File: src/rtl/instruction_fetch_pkg.sv
// Shared widths, PC step, reset-vector default and fetch FSM encoding
// for the instruction fetch stage.
package instruction_fetch_pkg;

  localparam int DATA_WIDTH        = 32;
  localparam int INSTRUCTION_WIDTH = 32;

  localparam logic [DATA_WIDTH-1:0] PC_INCREMENT         = 32'd4;
  localparam logic [DATA_WIDTH-1:0] DEFAULT_RESET_VECTOR = 32'h0000_0000;

  typedef enum logic [1:0] {
    ST_IDLE,
    ST_REQ,
    ST_WAIT,
    ST_HOLD
  } fetch_state_t;

  // Clears the byte-offset bits so a fetch address always names a whole word.
  function automatic logic [DATA_WIDTH-1:0] word_align(input logic [DATA_WIDTH-1:0] addr);
    return addr & ~(DATA_WIDTH'(3));
  endfunction

endpackage

File: src/rtl/instruction_fetch.sv
// Single-outstanding-request instruction fetch stage with redirect support.
// Optional macro FETCH_ALIGN_CHECK_EN: misaligned redirect raises sticky fetchError and halts fetching.
module instruction_fetch
  import instruction_fetch_pkg::*;
#(
  parameter logic [DATA_WIDTH-1:0] RESET_VECTOR = DEFAULT_RESET_VECTOR
) (
  input  logic                         clk,
  input  logic                         reset,
  output logic                         imem_req_valid,
  output logic [DATA_WIDTH-1:0]        imem_req_addr,
  input  logic                         imem_req_ready,
  input  logic                         imem_resp_valid,
  input  logic [INSTRUCTION_WIDTH-1:0] imem_resp_data,
  output logic [INSTRUCTION_WIDTH-1:0] instructionOut,
  output logic [DATA_WIDTH-1:0]        instructionPc,
  output logic                         instructionValid,
  input  logic                         instructionReady,
  input  logic                         pcOverwrite,
  input  logic [DATA_WIDTH-1:0]        pcTarget,
  output logic                         fetchError
);

  fetch_state_t            state, next_state;
  logic [DATA_WIDTH-1:0]   pc, next_pc;
  logic [DATA_WIDTH-1:0]   redirect_pc;
  logic                    discard, next_discard;
  logic                    load_out;
  logic                    bad_target;
  logic                    halted;

  assign redirect_pc = word_align(pcTarget);

`ifdef FETCH_ALIGN_CHECK_EN
  logic fetch_err;

  assign bad_target = pcOverwrite && (pcTarget[1:0] != 2'b00);
  assign halted     = fetch_err;
  assign fetchError = fetch_err;

  always_ff @(posedge clk or posedge reset) begin
    if (reset) begin
      fetch_err <= 1'b0;
    end else if (bad_target) begin
      fetch_err <= 1'b1;
    end
  end
`else
  assign bad_target = 1'b0;
  assign halted     = 1'b0;
  assign fetchError = 1'b0;
`endif

  assign imem_req_valid   = (state == ST_REQ);
  assign imem_req_addr    = pc;
  assign instructionValid = (state == ST_HOLD);

  // A redirect always retargets pc; the discard flag covers a request
  // already accepted by memory whose word belongs to the abandoned path.
  always_comb begin
    next_state   = state;
    next_pc      = pc;
    next_discard = discard;
    load_out     = 1'b0;

    unique case (state)
      ST_IDLE: begin
        if (pcOverwrite) next_pc = redirect_pc;
        if (!halted)     next_state = ST_REQ;
      end
      ST_REQ: begin
        if (pcOverwrite) next_pc = redirect_pc;
        if (imem_req_ready) begin
          next_state = ST_WAIT;
          if (pcOverwrite) next_discard = 1'b1;
        end
      end
      ST_WAIT: begin
        if (pcOverwrite) next_pc = redirect_pc;
        if (imem_resp_valid) begin
          if (pcOverwrite || discard) begin
            next_discard = 1'b0;
            next_state   = ST_REQ;
          end else begin
            load_out   = 1'b1;
            next_state = ST_HOLD;
          end
        end else if (pcOverwrite) begin
          next_discard = 1'b1;
        end
      end
      ST_HOLD: begin
        if (pcOverwrite) begin
          next_pc    = redirect_pc;
          next_state = ST_REQ;
        end else if (instructionReady) begin
          next_pc    = pc + PC_INCREMENT;
          next_state = ST_REQ;
        end
      end
      default: next_state = ST_IDLE;
    endcase

    if (bad_target) begin
      next_state   = ST_IDLE;
      next_pc      = pc;
      next_discard = 1'b0;
      load_out     = 1'b0;
    end
  end

  always_ff @(posedge clk or posedge reset) begin
    if (reset) begin
      state   <= ST_IDLE;
      pc      <= RESET_VECTOR;
      discard <= 1'b0;
    end else begin
      state   <= next_state;
      pc      <= next_pc;
      discard <= next_discard;
    end
  end

  always_ff @(posedge clk or posedge reset) begin
    if (reset) begin
      instructionOut <= '0;
      instructionPc  <= '0;
    end else if (load_out) begin
      instructionOut <= imem_resp_data;
      instructionPc  <= pc;
    end
  end

endmodule

File: config.mk
export PLATFORM = sky130hd
export DESIGN_NAME = instruction_fetch
export DESIGN_NICKNAME = d
export VERILOG_FILES = /design/src/rtl/instruction_fetch_pkg.sv /design/src/rtl/instruction_fetch.sv
export SDC_FILE = /design/constraint.sdc
export NUM_CORES = 1
export LEC_CHECK = 0
export CORE_UTILIZATION = 30
export CTS_CLUSTER_SIZE = 25
export DETAILED_ROUTE_END_ITERATION = 8
export PLACE_DENSITY = 0.65
export RECOVER_POWER = 25
export SYNTH_ARGS = -nofsm -noshare
export SYNTH_HDL_FRONTEND = slang
export SYNTH_SLANG_ARGS = --single-unit
File: constraint.sdc
create_clock -name clk -period 3.1 [get_ports clk]
set_input_delay 0.775 -clock clk [delete_from_list [all_inputs] [get_ports clk]]
set_output_delay 0.775 -clock clk [all_outputs]
set_load 0.05 [all_outputs]
After elaboration in Yosys (flattened, before gate mapping)
Index checks and enable logic that the tools add are counted.
- register bits after elaboration: 99
- bits of input ports: 70
- output and inout port bits: 99
- word-level logic and storage cells: 39
- add/sub/neg operators: 1
- equality and inequality tests: 8
- multiplexer cells: 18
- reductions and logical operators: 7
- operators by type and width (kind ; number):
    $mux W32 ; 3
    $pmux W32 S2 ; 1
    $add A32 B3 Y32 const B ; 1
    $mux W2 ; 5
    $pmux W2 S4 ; 1
    $mux W1 ; 7
    $reduce_and A3 Y1 ; 2
    $eq A2 B2 Y1 const B ; 2
    $ne A2 B1 Y1 const B ; 2
    $ne A3 B1 Y1 const B ; 1
    $ne A3 B3 Y1 const B ; 1
    $reduce_or A3 Y1 ; 1
    $eq A2 B1 Y1 const B ; 1
    $logic_not A2 Y1 ; 1
    $ne A2 B2 Y1 const B ; 1
    $pmux W1 S2 ; 1
    $reduce_and A2 Y1 ; 1
    $reduce_bool A2 Y1 ; 1
    $logic_or A1 B1 Y1 ; 1

Depth between registers and ports, before layout
Gate-level depths: netlist (run 1).
- word-level depth: 4
- depth in mapped cells: 8

Worst setup path before layout (run 1)
OpenSTA, ideal clock, no wires.
- path kind: flip-flop to flip-flop
- start: register state[0]
- end: register pc[31] (netlist: imem_req_addr[31])
- library setup time: 70 ps
- arrival: 2196 ps
- path slack: 835 ps
- cell stages (with the launch flop): 9
- buffers on the path: 2
- clock period less this slack: 2265 ps
- path through: dfrtp_1 -> ha_1 -> nor2b_1 -> buf_2 -> and3_1 -> clkbuf_1 -> nand2_1 -> or4b_1 -> nand3_1
- elaborated cells between the ends (all ways): 9
- those cells by class: eq/ne: 5; mux: 1; reduce/logical: 3
- RTL lines (element ; line ; source):
    start: declaration ; instruction_fetch.sv:24 ; fetch_state_t state, next_state;
    start signal: assignment ; instruction_fetch.sv:118 ; state <= next_state;
    $eq A2 B2 Y1 (*) ; n/a ;
    named net instructionValid ; instruction_fetch.sv:17 ; output logic instructionValid,
    $ne A3 B1 Y1 (no source line) ; n/a ;
    $reduce_and A2 Y1 (no source line) ; n/a ;
    end signal: assignment ; instruction_fetch.sv:119 ; pc <= next_pc;
    end: declaration ; instruction_fetch.sv:25 ; logic [DATA_WIDTH-1:0] pc, next_pc;
The timed path passes the listed nets; every way through them passes the cells marked *.
A chain may end at the register's enable or synchronous reset.

Worst setup path after layout (run 1)
- start: register state[1]
- end: output imem_req_valid
- word-level cells in the longest chain between the ends: 1
- RTL lines (element ; line ; source):
    $eq A2 B1 Y1 ; instruction_fetch.sv:54 ; assign imem_req_valid = (state == ST_REQ);
    end: declaration ; instruction_fetch.sv:10 ; output logic imem_req_valid,
Every way passes these cells.

==> results of run 1 <==
==> cells by family after synthesis <==
group / after synthesis / share of synthesized area [%]
compound gates: 94 / 13.2
simple gates: 107 / 12.9
mux: 63 / 15.8
flops: 95 / 52.9
other cells: 1 / 0.0835
buf+inv: 36 / 3.48
fa+ha+maj: 6 / 1.67
==> through the flow <==
| step | hold WS (ns) | power [mW] |
|---|---|---|
| 6_report | 0.505 | 6.15 |
| 5_1_grt | 0.514 | 6.47 |
| 4_1_cts | 0.509 | 6.23 |
| 3_5_place_dp | 0.495 | 5.18 |
| 3_3_place_gp | 0.488 | 5.11 |
| 2_1_floorplan | 0.515 | 4.03 |
==> cell type report <==
class	instances	area, um2	share of cell area (%)
clock buffer	12	246	3.74
multi-input combinational	275	1980	30.1
clock inverter	3	20.0	0.304
sequential	95	2380	36.1
tap	184	230	3.49
timing repair buffer	173	1710	25.9
inverter	6	23.8	0.361
==> cell usage after synthesis, types with 9 or more instances <==
cell type / number / area (um2)
mux2_2: 62 / 698
nand3_1: 15 / 75.1
a21oi_1: 34 / 170
nand4_1: 13 / 81.3
o21ai_0: 15 / 75.1
clkbuf_1: 22 / 82.6
o22ai_1: 12 / 75.1
nand2_1: 27 / 101
nor2_1: 19 / 71.3
and3_1: 9 / 56.3
dfrtp_1: 95 / 2380
==> worst max path at each step <==
stage          depth (start not counted)                             end            startpoint  slack [ns]
5_1_grt                                3                  imem_req_valid  state[1]$_DFFE_PP0P_        0.30
4_1_cts                                3                  imem_req_valid  state[1]$_DFFE_PP0P_        0.37
3_3_place_gp                           5  instructionOut[28]$_DFFE_PP0P_           pcOverwrite        0.55
2_1_floorplan                          8   imem_req_addr[31]$_DFFE_PP0P_  state[0]$_DFFE_PP0P_        0.83
3_5_place_dp                           5  instructionOut[23]$_DFFE_PP0P_           pcOverwrite        0.52
6_report                               3                  imem_req_valid  state[1]$_DFFE_PP0P_        0.41
==> state kept, by name, indices dropped and copies added, names as in the netlist <==
signal	cells
imem_req_addr	30
instructionOut	32
state	2
discard	1
instructionPc	30
==> power by group through the flow <==
stage	sequential [mW]	clock [mW]	combinational, mW
after floorplan	3.27	0	0.764
after global placement	2.01	0	3.10
after detailed placement	2.04	0	3.14
after CTS	2.02	1.06	3.14
after global routing	2.09	1.11	3.27
final	2.02	1.01	3.11
==> worst max-delay path, delay by kind of cell, from the launching register on <==
family,cells,cell delay (ns)
flip-flops,1,0.43
buffers and inverters,2,0.93
adder cells (fa/ha/maj),1,0.23
==> layer usage <==
layer | wire (um) | vias up | part of all wire, % | GRT usage (%)
met5 | 0 | - | 0 | 0
met3 | 967 | 5 | 7.8 | 6.49
met1 | 5370 | 1886 | 43 | 20.9
met2 | 5960 | 141 | 48 | 26.8
met4 | 55 | 0 | 0.45 | 3.54
li1 | - | 1786 | - | -
==> flow_summary.toml, run 1 <==
[critical_path]
r2r_cells = 6
r2r-start = "imem_req_addr[2]$_DFFE_PP0P_"
critPathArrivalTime_ns = 1.92
reg2reg_slack_ns = 0.87
crit_fanout = 5
crit_path_cell_trace = "inv_1 -> ha_1 -> clkdlybuf4s50_1"
cp_slowest_cell = "clkdlybuf4s50_1"
critical_path_class = "register to output port"
worstPathRequired_ns = 2.32
cp-start-kind = "register"
rr_endpoint = "imem_req_addr[28]$_DFFE_PP0P_"
slowest_delay_ns = 0.83
cp-end-kind = "output port"

[cells_and_area]
nFillCells = 1334
nets = 636
layout_common_cells = "clkdlybuf4s50_1, dfrtp_1, mux2_2"
fin_cells = 748
final_common_cell = "clkdlybuf4s50_1"
design_area_mm2 = 0.00659
drive_gt1_share_pct = 17.4
utilization_pct = 45.2
syn_to_final_growth_pct = 46.8
n_antenna_cell = 0

[cts]
post_cts_buffers = 0
clkLatencyLatePin_ns = 0.34
ctsHtreeMaxLevel = 3
path_clk_slew_ns = 0.06
clockBufferDepth = 2
cts_num_sinks = 95
root_buffer = "clkbuf_16"
cts_tree = "yes"
cts_resized = 0
postCtsHoldBufs = 0
cts_buffers = 9

[logic_synthesis]
postSynthAreaPerCell_um2 = 11.2
yosysWarnings = 0
synth_edf_count = 0
syn_area_mm2 = 0.00449
synth_seq_cells = 95
ys_seq_area_share_pct = 52.9
postSynthCellCount = 402
synth.distinct_cells = 49
ys.flop_type = "dfrtp_1"
async_reset_ff_share_pct = 100

[timing]
relSlewSlack_pct = 43.7
rsz0062_at_grt = "false"
final_hold_viol_count = 0
finalSetupViolations = 0
final_max_slew_viol_count = 0
worst_pin_slew_ns = 0.844
fin_crit_ns = 2.69
max_freq_ghz = 0.371
fin_crit_sh_pct = 86.9
setup_tns_ns = 0
worst_slack_ns = 0.407
fin_worst_skew_ns = 0.00598

[global_route]
antenna_found_initial = 0
grt_usage_pct = 16.6
first_global_vias = 3870
gr-total-overflow = 0
grt_start_max_net_pins = 42
grt_pass1_wl_um = 20500

[pwr]
power_leakage_nw = 2.74
p_clk_share_pct = 16.5
power_density_mw_per_mm2 = 933
swShare_pct = 46.1
power.switching_mw = 2.83
pwr-share-comb_pct = 50.7
ir_drop_uv = 621
internal_power_mw = 3.32
pwr-share-seq_pct = 32.8

[route]
routed_via_density = 5.10
dr_total_vias = 3818
wl_per_cell_um = 16.5
wirelength_um = 12300
drtAntennaViolNets = 0
drt_first_pass_iters = 4
drt-initial-drc-count = 228
drc = 0

[flow_run]
maxCapViolations = 0

[floorplan]
rows = 44
dieArea_mm2 = 0.0155
design.portCount = 169
initial_core_util_pct = 30.8
die_height_um = 124
die_w_um = 124
core_mm2 = 0.0146

[min_path]
whs_path_depth = 1
hold_end = "instructionPc[13]$_DFFE_PP0P_"
hold_path.class = "register to register"
worstHoldStart = "instructionPc[13]$_DFFE_PP0P_"

[placement]
pre_cts_ws_ns = 0.520
dp.cells = 733
hpwl_um = 9100
numPortBuffers = 161
gp_congestion = 0.806
placed_cell_area_mm2 = 0.00634

[run_status]
outcome = "finished, final reports clean"
(Power assumes the default switching activity.)
==> run 2, diff against run 1 <==
--- a/config.mk
+++ b/config.mk
@@ -5,10 +5,13 @@
 export SDC_FILE = /design/constraint.sdc
 export NUM_CORES = 1
 export LEC_CHECK = 0
+export CAP_MARGIN = 10
+export CELL_PAD_IN_SITES_DETAIL_PLACEMENT = 0
+export CELL_PAD_IN_SITES_GLOBAL_PLACEMENT = 1
 export CORE_UTILIZATION = 30
 export CTS_CLUSTER_SIZE = 25
 export DETAILED_ROUTE_END_ITERATION = 8
-export PLACE_DENSITY = 0.65
+export PLACE_DENSITY = 0.81
 export RECOVER_POWER = 25
 export SYNTH_ARGS = -nofsm -noshare
 export SYNTH_HDL_FRONTEND = slang
==> run 2 against run 1 <==
  * Wire length shrank 0.34%
  * Largest cell class unchanged
  * Flip-flop and latch count unchanged
  * Critical path type unchanged
  * Design area increased by 0.72%
  * Global-route usage is essentially flat
==> flow_summary.toml, run 2 (synthesis results as in run 1) <==
[run_status]
outcome = "finished, final reports clean"

[cells_and_area]
largest_reg_flops = 32
n_antenna_cell = 0
nFillCells = 1321
syn_to_final_growth_pct = 47.8
layout_common_cells = "clkdlybuf4s50_1, dfrtp_1, mux2_2"
largest_register = "instructionOut"
final_common_cell = "clkdlybuf4s50_1"
nets = 635
drive_gt1_share_pct = 17.6

[global_route]
gr-total-overflow = 0
antenna_found_initial = 0
grt_start_max_net_pins = 96
grt_pass1_wl_um = 20500
grt_usage_pct = 16.6
first_global_vias = 3829

[min_path]
hold_end = "instructionOut[20]$_DFFE_PP0P_"
hold_path.class = "register to register"
whs_path_depth = 1
worstHoldStart = "instructionOut[20]$_DFFE_PP0P_"

[critical_path]
crit_fanout = 5
r2r_cells = 5
critical_path_class = "register to output port"
cp-start-kind = "register"
cp-end-kind = "output port"
reg2reg_slack_ns = 0.95
critPathArrivalTime_ns = 1.95
r2r-start = "imem_req_addr[15]$_DFFE_PP0P_"
worstPathRequired_ns = 2.32
rr_endpoint = "imem_req_addr[31]$_DFFE_PP0P_"

[cts]
post_cts_buffers = 0
clkLatencyLatePin_ns = 0.34
root_buffer = "clkbuf_16"
cts_num_sinks = 95
cts_tree = "yes"
cts_buffers = 9
ctsHtreeMaxLevel = 3
postCtsHoldBufs = 0
clockBufferDepth = 2
path_clk_slew_ns = 0.06
cts_resized = 0

[route]
dr_total_vias = 3798
drc = 0
wirelength_um = 12300
drt_first_pass_iters = 4
routed_via_density = 5.08
drtAntennaViolNets = 0
wl_per_cell_um = 16.5
drt-initial-drc-count = 228

[timing]
setup_tns_ns = 0
fin_crit_ns = 2.72
finalSetupViolations = 0
fin_worst_skew_ns = 0.00642
final_max_slew_viol_count = 0
final_hold_viol_count = 0
rsz0062_at_grt = "false"
relSlewSlack_pct = 11.9
fin_crit_sh_pct = 87.8
max_freq_ghz = 0.368
worst_pin_slew_ns = 1.32
worst_slack_ns = 0.380

[placement]
pre_cts_ws_ns = 0.432
hpwl_um = 8770
numPortBuffers = 161
gp_congestion = 0.779

[floorplan]
initial_core_util_pct = 30.8
rows = 44
dieArea_mm2 = 0.0155
core_mm2 = 0.0146
design.portCount = 169
die_height_um = 124
die_w_um = 124

[pwr]
ir_drop_uv = 620
power_density_mw_per_mm2 = 951
power_leakage_nw = 2.76

[flow_run]
maxCapViolations = 0
run 2: final cells by class:
cell class,count,area [um2],area share (%)
clock buffers,10,229,3.45
inverters,6,26.3,0.396
repair buffers,172,1710,25.7
clock inverters,6,85.1,1.28
well taps,184,230,3.47
flip-flops and latches,95,2380,35.8
multi-input cells,275,1980,29.9
run 2: how the worst max path moves through the flow:
| stage | start | to |
|---|---|---|
| finish | state[1]$_DFFE_PP0P_ | imem_req_valid |
| global placement | pcOverwrite | imem_req_addr[24]$_DFFE_PP0P_ |
| CTS | state[1]$_DFFE_PP0P_ | imem_req_valid |
| global route | state[1]$_DFFE_PP0P_ | imem_req_valid |
| detailed placement | pcOverwrite | imem_req_addr[24]$_DFFE_PP0P_ |
| floorplan | state[0]$_DFFE_PP0P_ | imem_req_addr[31]$_DFFE_PP0P_ |
run 2: critical path, stage by stage, from the launching register on:
cell and delay, ns:
dfrtp_1 0.43, inv_1 0.11, ha_1 0.22, clkdlybuf4s50_1 0.83
run 2: per-layer routing:
metal | vias to the layer above | wire length [um] | GRT usage (%)
met5 | - | 0 | 0
met4 | 0 | 102 | 4.39
met3 | 8 | 832 | 5.63
met2 | 146 | 6040 | 26.8
met1 | 1859 | 5340 | 21.2
li1 | 1785 | - | -
run 2: report_power, final:
part	internal [mW]	switching [mW]	total, mW
Clock	0.704	0.477	1.18
Sequential	1.63	0.376	2.01
Combinational	1.13	2.00	3.13
run 2: metrics by stage:
| stage | cells | hold slack (ns) | power [mW] | cell area [um2] | util (%) |
|---|---|---|---|---|---|
| final | 748 | 0.507 | 6.32 | 6640 | 45.5 |
| after global routing | 748 | 0.523 | 6.62 | 6640 | 45.5 |
| after CTS | 748 | 0.510 | 6.39 | 6650 | 45.6 |
| after detailed placement | 732 | 0.496 | 5.18 | 6340 | 43.4 |
| after global placement | 732 | 0.488 | 5.11 | 6340 | 43.4 |
| after floorplan | 406 | 0.515 | 4.03 | 4510 | - |
==> run 3, diff against run 2 <==
==> constraint.sdc (replaced) <==
create_clock -name clk -period 2.29 [get_ports clk]
set_input_delay 0.5725 -clock clk [delete_from_list [all_inputs] [get_ports clk]]
set_output_delay 0.5725 -clock clk [all_outputs]
set_load 0.02 [all_outputs]
==> run 3 against run 2 <==
  * Non-clock buffer count up 19
  * Design area grew 1.9%
  * Critical path depth fell by 1
  * Cell count is 2.5% higher
  * Critical path type unchanged
  * Critical endpoint is now imem_req_addr[17]
  * Largest cell class unchanged
  * Highest routed layer unchanged
==> flow_summary.toml, run 3 (synthesis results as in run 1) <==
[run_status]
outcome = "finished, final reports clean"

[pwr]
pwr-share-seq_pct = 36.6
pwr-share-comb_pct = 43.8
p_clk_share_pct = 19.6
power_density_mw_per_mm2 = 1070
power_leakage_nw = 2.85
power.switching_mw = 2.64
ir_drop_uv = 489
swShare_pct = 36.3
internal_power_mw = 4.62

[cts]
path_clk_slew_ns = 0.06
post_cts_buffers = 0
cts_buffers = 9
clkLatencyLatePin_ns = 0.34
cts_tree = "yes"
cts_num_sinks = 95
postCtsHoldBufs = 0
root_buffer = "clkbuf_16"
clockBufferDepth = 2
ctsHtreeMaxLevel = 3

[route]
wirelength_um = 12700
dr_total_vias = 3906
drc = 0
routed_via_density = 5.09
wl_per_cell_um = 16.6
drt-initial-drc-count = 213
drtAntennaViolNets = 0
drt_first_pass_iters = 4

[timing]
final_max_slew_viol_count = 0
max_freq_ghz = 0.476
worst_slack_ns = 0.188
relSlewSlack_pct = 10.6
fin_crit_ns = 2.10
fin_worst_skew_ns = 0.00848
final_hold_viol_count = 0
setup_tns_ns = 0
fin_crit_sh_pct = 91.8
finalSetupViolations = 0
worst_pin_slew_ns = 1.34
rsz0062_at_grt = "false"

[critical_path]
worstPathRequired_ns = 1.72
crit_fanout = 5
critPathArrivalTime_ns = 1.53
reg2reg_slack_ns = 0.24
cp-end-kind = "output port"
cp-start-kind = "register"
critical_path_class = "register to output port"

[cells_and_area]
final-seq-area_mm2 = 0.00238
final_common_cell = "clkdlybuf4s50_1"
nFillCells = 1321
drive_gt1_share_pct = 20.1
largest_reg_flops = 32
multi_input_area_mm2 = 0.00198
syn_to_final_growth_pct = 50.7
n_antenna_cell = 0
largest_register = "instructionOut"
nets = 654
design_area_mm2 = 0.00677
layout_common_cells = "clkdlybuf4s50_1, dfrtp_1, mux2_2"

[global_route]
gr-total-overflow = 0
first_global_vias = 4009
grt_usage_pct = 16.8
grt_start_max_net_pins = 96
antenna_found_initial = 0
grt_pass1_wl_um = 21000

[min_path]
hold_path.class = "register to register"

[flow_run]
maxCapViolations = 0

[floorplan]
rows = 44
core_mm2 = 0.0146
initial_core_util_pct = 30.8
design.portCount = 169
die_w_um = 124
die_height_um = 124
dieArea_mm2 = 0.0155

[placement]
pre_cts_ws_ns = -0.0267
gp_congestion = 0.810
placed_cell_area_mm2 = 0.00650
hpwl_um = 9250
numPortBuffers = 161
-- run 3: worst paths after layout --
check / start / end / depth (start not counted)
min in group asynchronous: reset / instructionOut[6]$_DFFE_PP0P_ / 3
max: imem_req_addr[17]$_DFFE_PP0P_ / imem_req_addr[17] / 2
max reg2reg: imem_req_addr[2]$_DFFE_PP0P_ / imem_req_addr[28]$_DFFE_PP0P_ / 6
min: instructionOut[22]$_DFFE_PP0P_ / instructionOut[22]$_DFFE_PP0P_ / 1
max in group asynchronous: reset / instructionOut[1]$_DFFE_PP0P_ / 3
min reg2reg: instructionOut[22]$_DFFE_PP0P_ / instructionOut[22]$_DFFE_PP0P_ / 1
-- run 3: metal layers --
layer | global-route usage, % | wire, um | share of wire (%) | up-vias
met3 | 5.33 | 885 | 7.0 | 11
met1 | 21.3 | 5510 | 43 | 1938
met4 | 4.18 | 146 | 1.1 | 0
met2 | 27.7 | 6160 | 48 | 133
met5 | 0 | 0 | 0 | -
li1 | - | - | - | 1824
-- run 3: area by class of cell --
type,count,share of cell area [%]
repair buffers,191,27.7
clock buffers,13,3.85
flip-flops and latches,95,35.1
inverters,6,0.388
well taps,184,3.40
multi-input cells,275,29.3
clock inverters,3,0.259
-- run 3: timing repair --
action	in CTS	in global routing
gates resized for setup	2	0
endpoints found under the hold margin	0	0
setup endpoints to repair	2	0
-- run 3: through the flow --
step	hold WS [ns]	util, %	total power [mW]	instances
6_report	0.508	46.4	7.26	767
5_1_grt	0.520	46.4	7.69	767
4_1_cts	0.512	46.5	7.37	767
3_5_place_dp	0.496	44.6	5.91	751
3_3_place_gp	0.488	44.6	5.80	751
2_1_floorplan	0.515	-	4.24	406
-- run 3: critical path, stage by stage (launching register included) --
cell             delay [ns]
dfrtp_1                0.41
buf_4                  0.16
clkdlybuf4s50_1        0.62
-- run 3: power by group through the flow --
stage	clock [mW]	sequential [mW]	combinational [mW]
detailed placement	0	2.69	3.22
floorplan	0	3.26	0.985
CTS	1.48	2.66	3.22
global placement	0	2.64	3.16
global route	1.54	2.75	3.40
finish	1.42	2.66	3.18
==> variant (config.mk and constraints of run 1) <==
Change the package constant `INSTRUCTION_WIDTH` from 32 to 48.
--- a/src/rtl/instruction_fetch_pkg.sv
+++ b/src/rtl/instruction_fetch_pkg.sv
@@ -4,5 +4,5 @@
 
   localparam int DATA_WIDTH        = 32;
-  localparam int INSTRUCTION_WIDTH = 32;
+  localparam int INSTRUCTION_WIDTH = 48;
 
   localparam logic [DATA_WIDTH-1:0] PC_INCREMENT         = 32'd4;
Ports: changed (resized imem_resp_data and instructionOut); port bits go from 169 to 201. No check against the original RTL was run, so the function may have changed too.
==> variant against run 1 <==
The flow now finishes with violations (max-capacitance violations, max-slew violations); critical endpoint unchanged; total power is 15% higher; clock skew up 0.0011 ns; setup slack got worse by 0.017 ns; sequential cell count rose by 16; hold slack better by 0.0015 ns; routed wire length grew 14%; critical path depth unchanged; design area grew 15%; area after synthesis is 13% higher; largest cell class unchanged.
==> variant: results (changes against run 1) <==
stage,metric,value,unit,change
placed_design,place_area,0.00731,mm2,was 0.00634 mm2
cts,numCtsBuffers,9,,unchanged
critical_path,crit_family,buffers and inverters,,unchanged
worst_hold_path,hp-start,instructionPc[2]$_DFFE_PP0P_,,was instructionPc[13]$_DFFE_PP0P_
route,dr.first_iter.drc_count,246,,was 228
cells_and_area,largest_reg_flops,48,,was 32
global_routing,antenna_found_initial,0,,unchanged
cells_and_area,nets,720,,was 636
cells_and_area,drive_above_1_share,17.9,%,was 17.4%
synthesis,async_flop_share,100,%,unchanged
synthesis,ys_types,48,,was 49
cts,h-tree-depth,3,,unchanged
critical_path,crit_fanout,5,,unchanged
global_routing,grtUsageTotal,16.7,%,was 16.6%
flow_run,drv_cap,1,,was 0
cts,clk_latency,0.35,ns,
power,power.switching,3.19,mW,was 2.83 mW
cts,cts_resized,0,,unchanged
global_routing,grt_start_max_net_pins,112,,was 42
cells_and_area,diodes,0,,unchanged
synthesis,ys_top_cells_by_count,"dfrtp_1 (111), mux2_2 (78), a21oi_1 (31)",,"was dfrtp_1 (95), mux2_2 (62), a21oi_1 (34)"
worst_hold_path,min_path_type,register to register,,unchanged
placed_design,placedCellCount,837,,was 733
placed_design,pre_cts_slack,0.348,ns,was 0.520 ns
synthesis,synthesis.instances,439,,was 402
critical_path,critPathArrivalTime,1.94,ns,was 1.92 ns
placed_design,port_buffers,193,,was 161
critical_path,start_kind,register,,unchanged
global_routing,grt_pass1_vias,4254,,was 3870
synthesis,ys_top_cells_by_area,"dfrtp_1 (55%), mux2_2 (17%), a21oi_1 (3.1%)",,"was dfrtp_1 (53%), mux2_2 (16%), a21oi_1 (3.8%)"
critical_path,cp-startpoint,state[1]$_DFFE_PP0P_,,unchanged
status,violations,"max-capacitance violations, max-slew violations",,
status,status,"complete, but fails checks",,was finished clean
cts,post_cts_buffers,0,,unchanged
route,num_vias,4202,,was 3818
power,vdd_drop_max,0.000398,V,was 0.000621 V
global_routing,grt_pass1_wl,22900,um,was 20500 um
synthesis,yosysWarnings,0,,unchanged
route,drt-wirelength-per-cell,16.5,um,about the same
timing,drv_slew,112,,was 0
cts,path_clk_slew,0.07,ns,
critical_path,slowest_stage,clkdlybuf4s50_1,,unchanged
cts,clk_path_buf_depth,2,,unchanged
power,p_leak,3.17,nW,was 2.74 nW
placed_design,dp_hpwl,10100,um,was 9100 um
critical_path,r2r-start,imem_req_addr[15]$_DFFE_PP0P_,,was imem_req_addr[2]$_DFFE_PP0P_
placed_design,gp_congestion,0.841,,was 0.806
critical_path,max_stage_delay,0.84,ns,
timing,finClkSkew,0.00708,ns,was 0.00598 ns
timing,slew_headroom,-1.23,%,was 43.7%
cts,ctsRootBufferMaster,clkbuf_16,,unchanged
synthesis,ys_seq_area_share,54.8,%,was 52.9%
cells_and_area,largest_register,instructionOut,,unchanged
cells_and_area,fin_cells,853,,was 748
route,first_pass_iters,4,,unchanged
-- variant: cell count changes after synthesis, sizes merged, moves of 6 or more --
cell / run 1 / this run
buf: 8 / 14
dfrtp: 95 / 111
mux2: 62 / 78
nand4: 13 / 7
nor2: 19 / 25
nor3: 4 / 12
or3: 1 / 7
-- variant: cell families after synthesis --
logic type	Yosys count	share of synthesized area [%]
DFF	111	54.8
AOI/OAI and AO/OA	93	11.7
other	1	0.0740
muxes	79	17.5
and+or+nand+nor	110	11.1
buffers and inverters	39	3.36
adders and majority gates	6	1.48
-- variant: path summary, 6_finish.rpt --
check	depth (start not counted)	end	slack [ns]
min reg2reg	1	instructionPc[2]$_DFFE_PP0P_	0.51
min in group asynchronous	3	imem_req_addr[28]$_DFFE_PP0P_	1.50
max	3	imem_req_valid	0.39
min	1	instructionPc[2]$_DFFE_PP0P_	0.51
max in group asynchronous	3	imem_req_addr[16]$_DFFE_PP0P_	0.70
max reg2reg	5	imem_req_addr[25]$_DFFE_PP0P_	0.69
-- variant: cell type report --
class | instances | area, um2
clock buffer | 10 | 229
timing repair buffer | 205 | 2060
inverter | 8 | 33.8
clock inverter | 6 | 85.1
multi-input combinational | 293 | 2150
tap | 220 | 275
fill | 1514 | 8910
sequential | 111 | 2780
-- variant: metal layers --
layer	GRT usage, %	vias up	part of all wire (%)
met4	6.07	0	1.4
met3	4.31	14	6.6
met5	0	-	0
met2	27.5	149	49
met1	21.0	2059	43
li1	-	1980	-
-- variant: power groups by stage --
stage	Combinational [mW]	Sequential (mW)	Clock [mW]
after floorplan	0.812	3.74	0
after global placement	3.53	2.27	0
after detailed placement	3.58	2.30	0
after CTS	3.59	2.27	1.28
after global routing	3.72	2.34	1.34
final	3.55	2.27	1.24
